[src/rtl/lc3b_types.sv]
// Shared types for the line-memory arbiter: FSM state, memory command and the 128-bit line.
package lc3b_types;

  typedef logic [127:0] mem_bus;

  localparam int unsigned MEM_BUS_WIDTH = $bits(mem_bus);

  typedef enum logic [1:0] {
    IDLE,
    BUSY,
    DONE
  } arb_state_t;

  typedef enum logic [1:0] {
    MEM_CMD_NONE,
    MEM_CMD_READ,
    MEM_CMD_WRITE
  } lc3b_mem_cmd;

endpackage

[src/rtl/rr_priority_sel.sv]
// Combinational round-robin picker: first requester found scanning upward from last_grant+1.
module rr_priority_sel #(
  parameter int unsigned NUM_PORTS = 2,
  parameter int unsigned IDXW      = $clog2(NUM_PORTS)
) (
  input  logic [NUM_PORTS-1:0] req_i,
  input  logic [IDXW-1:0]      last_grant_i,
  output logic [NUM_PORTS-1:0] grant_oh_o,
  output logic [IDXW-1:0]      grant_idx_o
);

  logic            found;
  logic [IDXW-1:0] cand;

  always_comb begin
    grant_oh_o  = '0;
    grant_idx_o = '0;
    found       = 1'b0;
    cand        = '0;
    // last_grant itself is scanned last, so a lone repeat requester still wins.
    for (int unsigned i = 1; i <= NUM_PORTS; i++) begin
      cand = IDXW'((last_grant_i + i) % NUM_PORTS);
      if (!found && req_i[cand]) begin
        found             = 1'b1;
        grant_oh_o[cand]  = 1'b1;
        grant_idx_o       = cand;
      end
    end
  end

endmodule

[src/rtl/mem_arbiter_n.sv]
// N-port round-robin arbiter onto one line-wide physical memory; one transaction in flight.
// pmem_* come straight from registers captured at grant, so requesters may change inputs freely once granted.
module mem_arbiter_n
  import lc3b_types::*;
#(
  parameter int unsigned NUM_PORTS  = 2,
  parameter int unsigned ADDR_WIDTH = 16,
  parameter int unsigned LINE_WIDTH = MEM_BUS_WIDTH
) (
  input  logic                                  clk,
  input  logic                                  rst,
  input  logic [NUM_PORTS-1:0]                  req_read,
  input  logic [NUM_PORTS-1:0]                  req_write,
  input  logic [NUM_PORTS-1:0][ADDR_WIDTH-1:0]  req_address,
  input  logic [NUM_PORTS-1:0][LINE_WIDTH-1:0]  req_wdata,
  output logic [NUM_PORTS-1:0]                  req_resp,
  output logic [LINE_WIDTH-1:0]                 req_rdata,
  output logic                                  pmem_read,
  output logic                                  pmem_write,
  output logic [ADDR_WIDTH-1:0]                 pmem_address,
  output logic [LINE_WIDTH-1:0]                 pmem_wdata,
  input  logic                                  pmem_resp,
  input  logic [LINE_WIDTH-1:0]                 pmem_rdata
);

  localparam int unsigned IDXW = $clog2(NUM_PORTS);

  arb_state_t                state_q, state_d;
  lc3b_mem_cmd               cmd_q, cmd_d;
  logic [IDXW-1:0]           idx_q, idx_d;
  logic [IDXW-1:0]           last_q, last_d;
  logic [NUM_PORTS-1:0]      grant_oh_q, grant_oh_d;
  logic [ADDR_WIDTH-1:0]     addr_q, addr_d;
  logic [LINE_WIDTH-1:0]     wdata_q, wdata_d;
  logic [LINE_WIDTH-1:0]     rdata_q, rdata_d;

  logic [NUM_PORTS-1:0]      req_vec;
  logic [NUM_PORTS-1:0]      sel_oh;
  logic [IDXW-1:0]           sel_idx;

  assign req_vec = req_read | req_write;

  rr_priority_sel #(
    .NUM_PORTS (NUM_PORTS),
    .IDXW      (IDXW)
  ) u_sel (
    .req_i        (req_vec),
    .last_grant_i (last_q),
    .grant_oh_o   (sel_oh),
    .grant_idx_o  (sel_idx)
  );

  always_comb begin
    state_d    = state_q;
    cmd_d      = cmd_q;
    idx_d      = idx_q;
    last_d     = last_q;
    grant_oh_d = grant_oh_q;
    addr_d     = addr_q;
    wdata_d    = wdata_q;
    rdata_d    = rdata_q;
    case (state_q)
      IDLE: begin
        if (|req_vec) begin
          state_d    = BUSY;
          idx_d      = sel_idx;
          grant_oh_d = sel_oh;
          addr_d     = req_address[sel_idx];
          wdata_d    = req_wdata[sel_idx];
          // A port asserting both read and write is treated as a write.
          cmd_d      = req_write[sel_idx] ? MEM_CMD_WRITE : MEM_CMD_READ;
        end
      end
      BUSY: begin
        if (pmem_resp) begin
          if (cmd_q == MEM_CMD_READ) begin
            rdata_d = pmem_rdata;
          end
          state_d = DONE;
        end
      end
      DONE: begin
        last_d  = idx_q;
        state_d = IDLE;
      end
      default: state_d = IDLE;
    endcase
  end

  always_ff @(posedge clk or posedge rst) begin
    if (rst) begin
      state_q    <= IDLE;
      cmd_q      <= MEM_CMD_NONE;
      idx_q      <= '0;
      last_q     <= IDXW'(NUM_PORTS - 1);
      grant_oh_q <= '0;
      addr_q     <= '0;
      wdata_q    <= '0;
      rdata_q    <= '0;
    end else begin
      state_q    <= state_d;
      cmd_q      <= cmd_d;
      idx_q      <= idx_d;
      last_q     <= last_d;
      grant_oh_q <= grant_oh_d;
      addr_q     <= addr_d;
      wdata_q    <= wdata_d;
      rdata_q    <= rdata_d;
    end
  end

  assign pmem_read    = (state_q == BUSY) && (cmd_q == MEM_CMD_READ);
  assign pmem_write   = (state_q == BUSY) && (cmd_q == MEM_CMD_WRITE);
  assign pmem_address = addr_q;
  assign pmem_wdata   = wdata_q;
  assign req_rdata    = rdata_q;
  assign req_resp     = (state_q == DONE) ? grant_oh_q : '0;

endmodule

[config.mk]
export PLATFORM = sky130hd
export DESIGN_NAME = mem_arbiter_n
export DESIGN_NICKNAME = d
export VERILOG_FILES = /design/src/rtl/lc3b_types.sv /design/src/rtl/rr_priority_sel.sv /design/src/rtl/mem_arbiter_n.sv
export SDC_FILE = /design/constraint.sdc
export NUM_CORES = 1
export LEC_CHECK = 0
export BUFFER_PORTS_ARGS = -buffer_cell sky130_fd_sc_hd__buf_2
export CORE_AREA = 2 2 270 272
export CTS_CLUSTER_DIAMETER = 120
export DETAILED_ROUTE_END_ITERATION = 6
export DIE_AREA = 0 0 272 274
export PLACE_DENSITY_LB_ADDON = 0.1
export SLEW_MARGIN = 20
export SYNTH_ARGS = -nofsm -noshare
export SYNTH_HDL_FRONTEND = slang
export SYNTH_SLANG_ARGS = --single-unit
[constraint.sdc]
create_clock -name clk -period 11.85 [get_ports clk]
set_clock_uncertainty 0.15 [all_clocks]
set_input_delay 1.7775 -clock clk [delete_from_list [all_inputs] [get_ports clk]]
set_output_delay 1.7775 -clock clk [all_outputs]
set_load 0.01 [all_outputs]
==> impl_metrics.json <==
{
  "syn_to_final_growth_pct": 45.58,
  "clk_latency_ns": 0.55,
  "nets": 2049,
  "grt_max_degree": 149,
  "cts-root-buf": "clkbuf_16",
  "avgSynthCellArea_sq_um": 12.53,
  "r2r_cells": 5,
  "async_flop_share_pct": 100.0,
  "critPathRequiredTime_ns": 12.13,
  "cts.sinks": 280,
  "fin_area_sq_um": 18130,
  "htreeDepth": 2,
  "postPlaceCellArea_sq_um": 16790,
  "cts_tree": "yes",
  "rsz0062_at_grt": "false",
  "portBuffers": 698,
  "path_max_fanout": 63,
  "wirelength_um": 59820,
  "ys_seq_area_share_pct": 56.26,
  "critPathLaunchType": "input pin",
  "min_period_over_period_pct": 34.34,
  "fin_hold_ws_ns": 0.3303,
  "power.share.sequential_pct": 33.0,
  "dr.pass1.iters": 5,
  "r2r_setup_slack_ns": 8.63,
  "grt_pass1_wl_um": 86050,
  "synth-seq-cells": 280,
  "min_period_ns": 4.069,
  "timing.fmax_mhz": 245.7,
  "vias": 11800,
  "vdd_drop_max_v": 0.0001140,
  "fin_cells": 2628,
  "crit_path_top_delay_cell": "buf_4",
  "p_int_mw": 3.195,
  "combPwrFrac_pct": 44.2,
  "die-height_um": 274,
  "p_sw_share_pct": 38.25,
  "dp_hpwl_um": 40760,
  "power.total_mw": 5.173,
  "drc_errors": 0,
  "fp-row-count": 99,
  "gr-total-overflow": 0,
  "ys.flop_type": "dfrtp_1",
  "final_layout_size_suffix_gt1_share_pct": 55.29,
  "core-area_sq_um": 71970,
  "crit_path_max_incr_delay_ns": 0.76,
  "synth-edff-count": 0,
  "gp_congestion": 0.7764,
  "worstMarginPinSlew_ns": 1.095,
  "p_clk_share_pct": 22.9,
  "outcome": "complete, no violations",
  "syn-cell-area_sq_um": 12460,
  "critPathArrivalTime_ns": 4.35,
  "final_common_cell": "buf_2",
  "cp_num_buf_inv": 3,
  "min_from": "grant_oh_q[1]$_DFFE_PP0P_",
  "ios": 699,
  "p_per_area_nw_per_um2": 285.3,
  "ctsHoldBuffers": 0,
  "switchingPower_mw": 1.979,
  "die_x_um": 272,
  "cts-buffers-inserted": 39,
  "vias_per_cell": 4.488,
  "ant_nets": 0,
  "clockBufferDepth": 3,
  "place_inst": 2543,
  "clkTransAtPathRegs_ns": 0.05,
  "worstReg2RegStart": "state_q[1]$_DFFE_PP0P_",
  "hold_viol": 0,
  "end_kind": "flop",
  "post_cts_resized": 0,
  "setup_tns_ns": 0,
  "layout_common_cells": "buf_2, dfrtp_1, o21ai_0",
  "whs_endpoint": "grant_oh_q[1]$_DFFE_PP0P_",
  "syn_inst": 994,
  "start_util_pct": 17.31,
  "rr_endpoint": "req_rdata[92]$_DFFE_PP0P_",
  "setup_viol": 0,
  "path_cells": "buf_2 > and3b_1 > nor2b_4 > buf_4 > buf_4 > mux2_2",
  "worstHoldPathType": "reg2reg",
  "worstHoldPathCells": 1,
  "cp_common_cell": "buf_4",
  "ys_types": 32,
  "power_leakage_nw": 8.014,
  "antenna_found_initial": 21,
  "dieArea_sq_um": 74530,
  "grtUsageTotal_pct": 15.26,
  "cts_setup_buffers": 0,
  "initialDrtViolationCount": 638,
  "slew_headroom_pct": 27.02,
  "grt_pass1_vias": 12330,
  "yosys_warnings": 0,
  "crit_type": "in2reg",
  "cpLargestDelayFamily": "buffers and inverters",
  "slew_violations": 0,
  "wl_per_cell_um": 22.76,
  "syn_nets": 1417,
  "maxCapViolations": 0
}
power by group through the flow:
stage               combinational, mW  clock (mW)  sequential (mW)
floorplan                        1.11           0             1.92
global placement                 2.33           0             1.71
detailed placement               2.32           0             1.71
CTS                              2.33        1.23             1.71
global route                     2.47        1.27             1.77
finish                           2.29        1.18             1.70
synth_stat cells, drive strengths merged, types with 2 or more instances:
| cell | n | area, sq um |
|---|---|---|
| and2 | 2 | 12.51 |
| and3b | 2 | 17.52 |
| o2bb2ai | 2 | 17.52 |
| mux2 | 129 | 1453 |
| nor2 | 3 | 21.27 |
| nor2b | 2 | 12.51 |
| o21ai | 147 | 739.5 |
| clkbuf | 67 | 251.5 |
| a311oi | 144 | 1261 |
| buf | 56 | 281.5 |
| nand2b | 3 | 18.77 |
| or2 | 3 | 18.78 |
| dfrtp | 279 | 6982 |
| a2bb2oi | 144 | 1261 |
layout make-up:
class / instances / area (sq um)
Antenna cell: 14 / 35.03
Multi-Input combinational cell: 590 / 4943
Tap cell: 959 / 1200
Sequential cell: 280 / 7008
Inverter: 1 / 11.26
Timing Repair Buffer: 714 / 3659
Clock inverter: 12 / 128.9
Clock buffer: 58 / 1147
Fill cell: 7813 / 53840
through the flow:
stage	utilization, %	setup slack, ns
floorplan	-	2.202
finish	25.20	7.781
global route	25.19	7.558
global placement	23.33	7.167
CTS	25.11	7.756
detailed placement	23.33	7.134
registers in the layout, summed over array words and instances (netlist names):
name          flops
pmem_wdata      128
req_rdata       128
pmem_address     16
cmd_q             2
grant_oh_q        2
state_q           2
idx_q             1
last_q            1
worst max-delay path by stage:
stage,startpoint,depth (start not counted),slack (ns),end
final,pmem_resp,6,7.78,req_rdata[92]$_DFFE_PP0P_
after global routing,pmem_resp,6,7.56,req_rdata[92]$_DFFE_PP0P_
after CTS,pmem_resp,6,7.76,req_rdata[92]$_DFFE_PP0P_
after detailed placement,pmem_resp,6,7.13,req_rdata[90]$_DFFE_PP0P_
after global placement,pmem_resp,6,7.17,req_rdata[87]$_DFFE_PP0P_
after floorplan,rst,1,2.20,cmd_q[0]$_DFFE_PP0P_
cells by family (layout without fill, tap and decap cells):
| kind of cell | Yosys count | after routing | synth area share (%) |
|---|---|---|---|
| compound gates | 443 | 443 | 26.69 |
| flops | 280 | 280 | 56.26 |
| mux | 129 | 129 | 11.66 |
| other cells | 0 | 14 | 0 |
| buf+inv | 124 | 785 | 4.309 |
| simple gates | 18 | 18 | 1.075 |
per-layer routing:
metal	wire length (um)	GRT usage [%]	vias up
li1	-	-	5253
met1	23060	17.86	5894
met2	29710	25.64	523
met3	5009	4.992	107
met4	1920	6.362	18
met5	120	0	-
No activity file was read; power rests on OpenSTA's default activity.
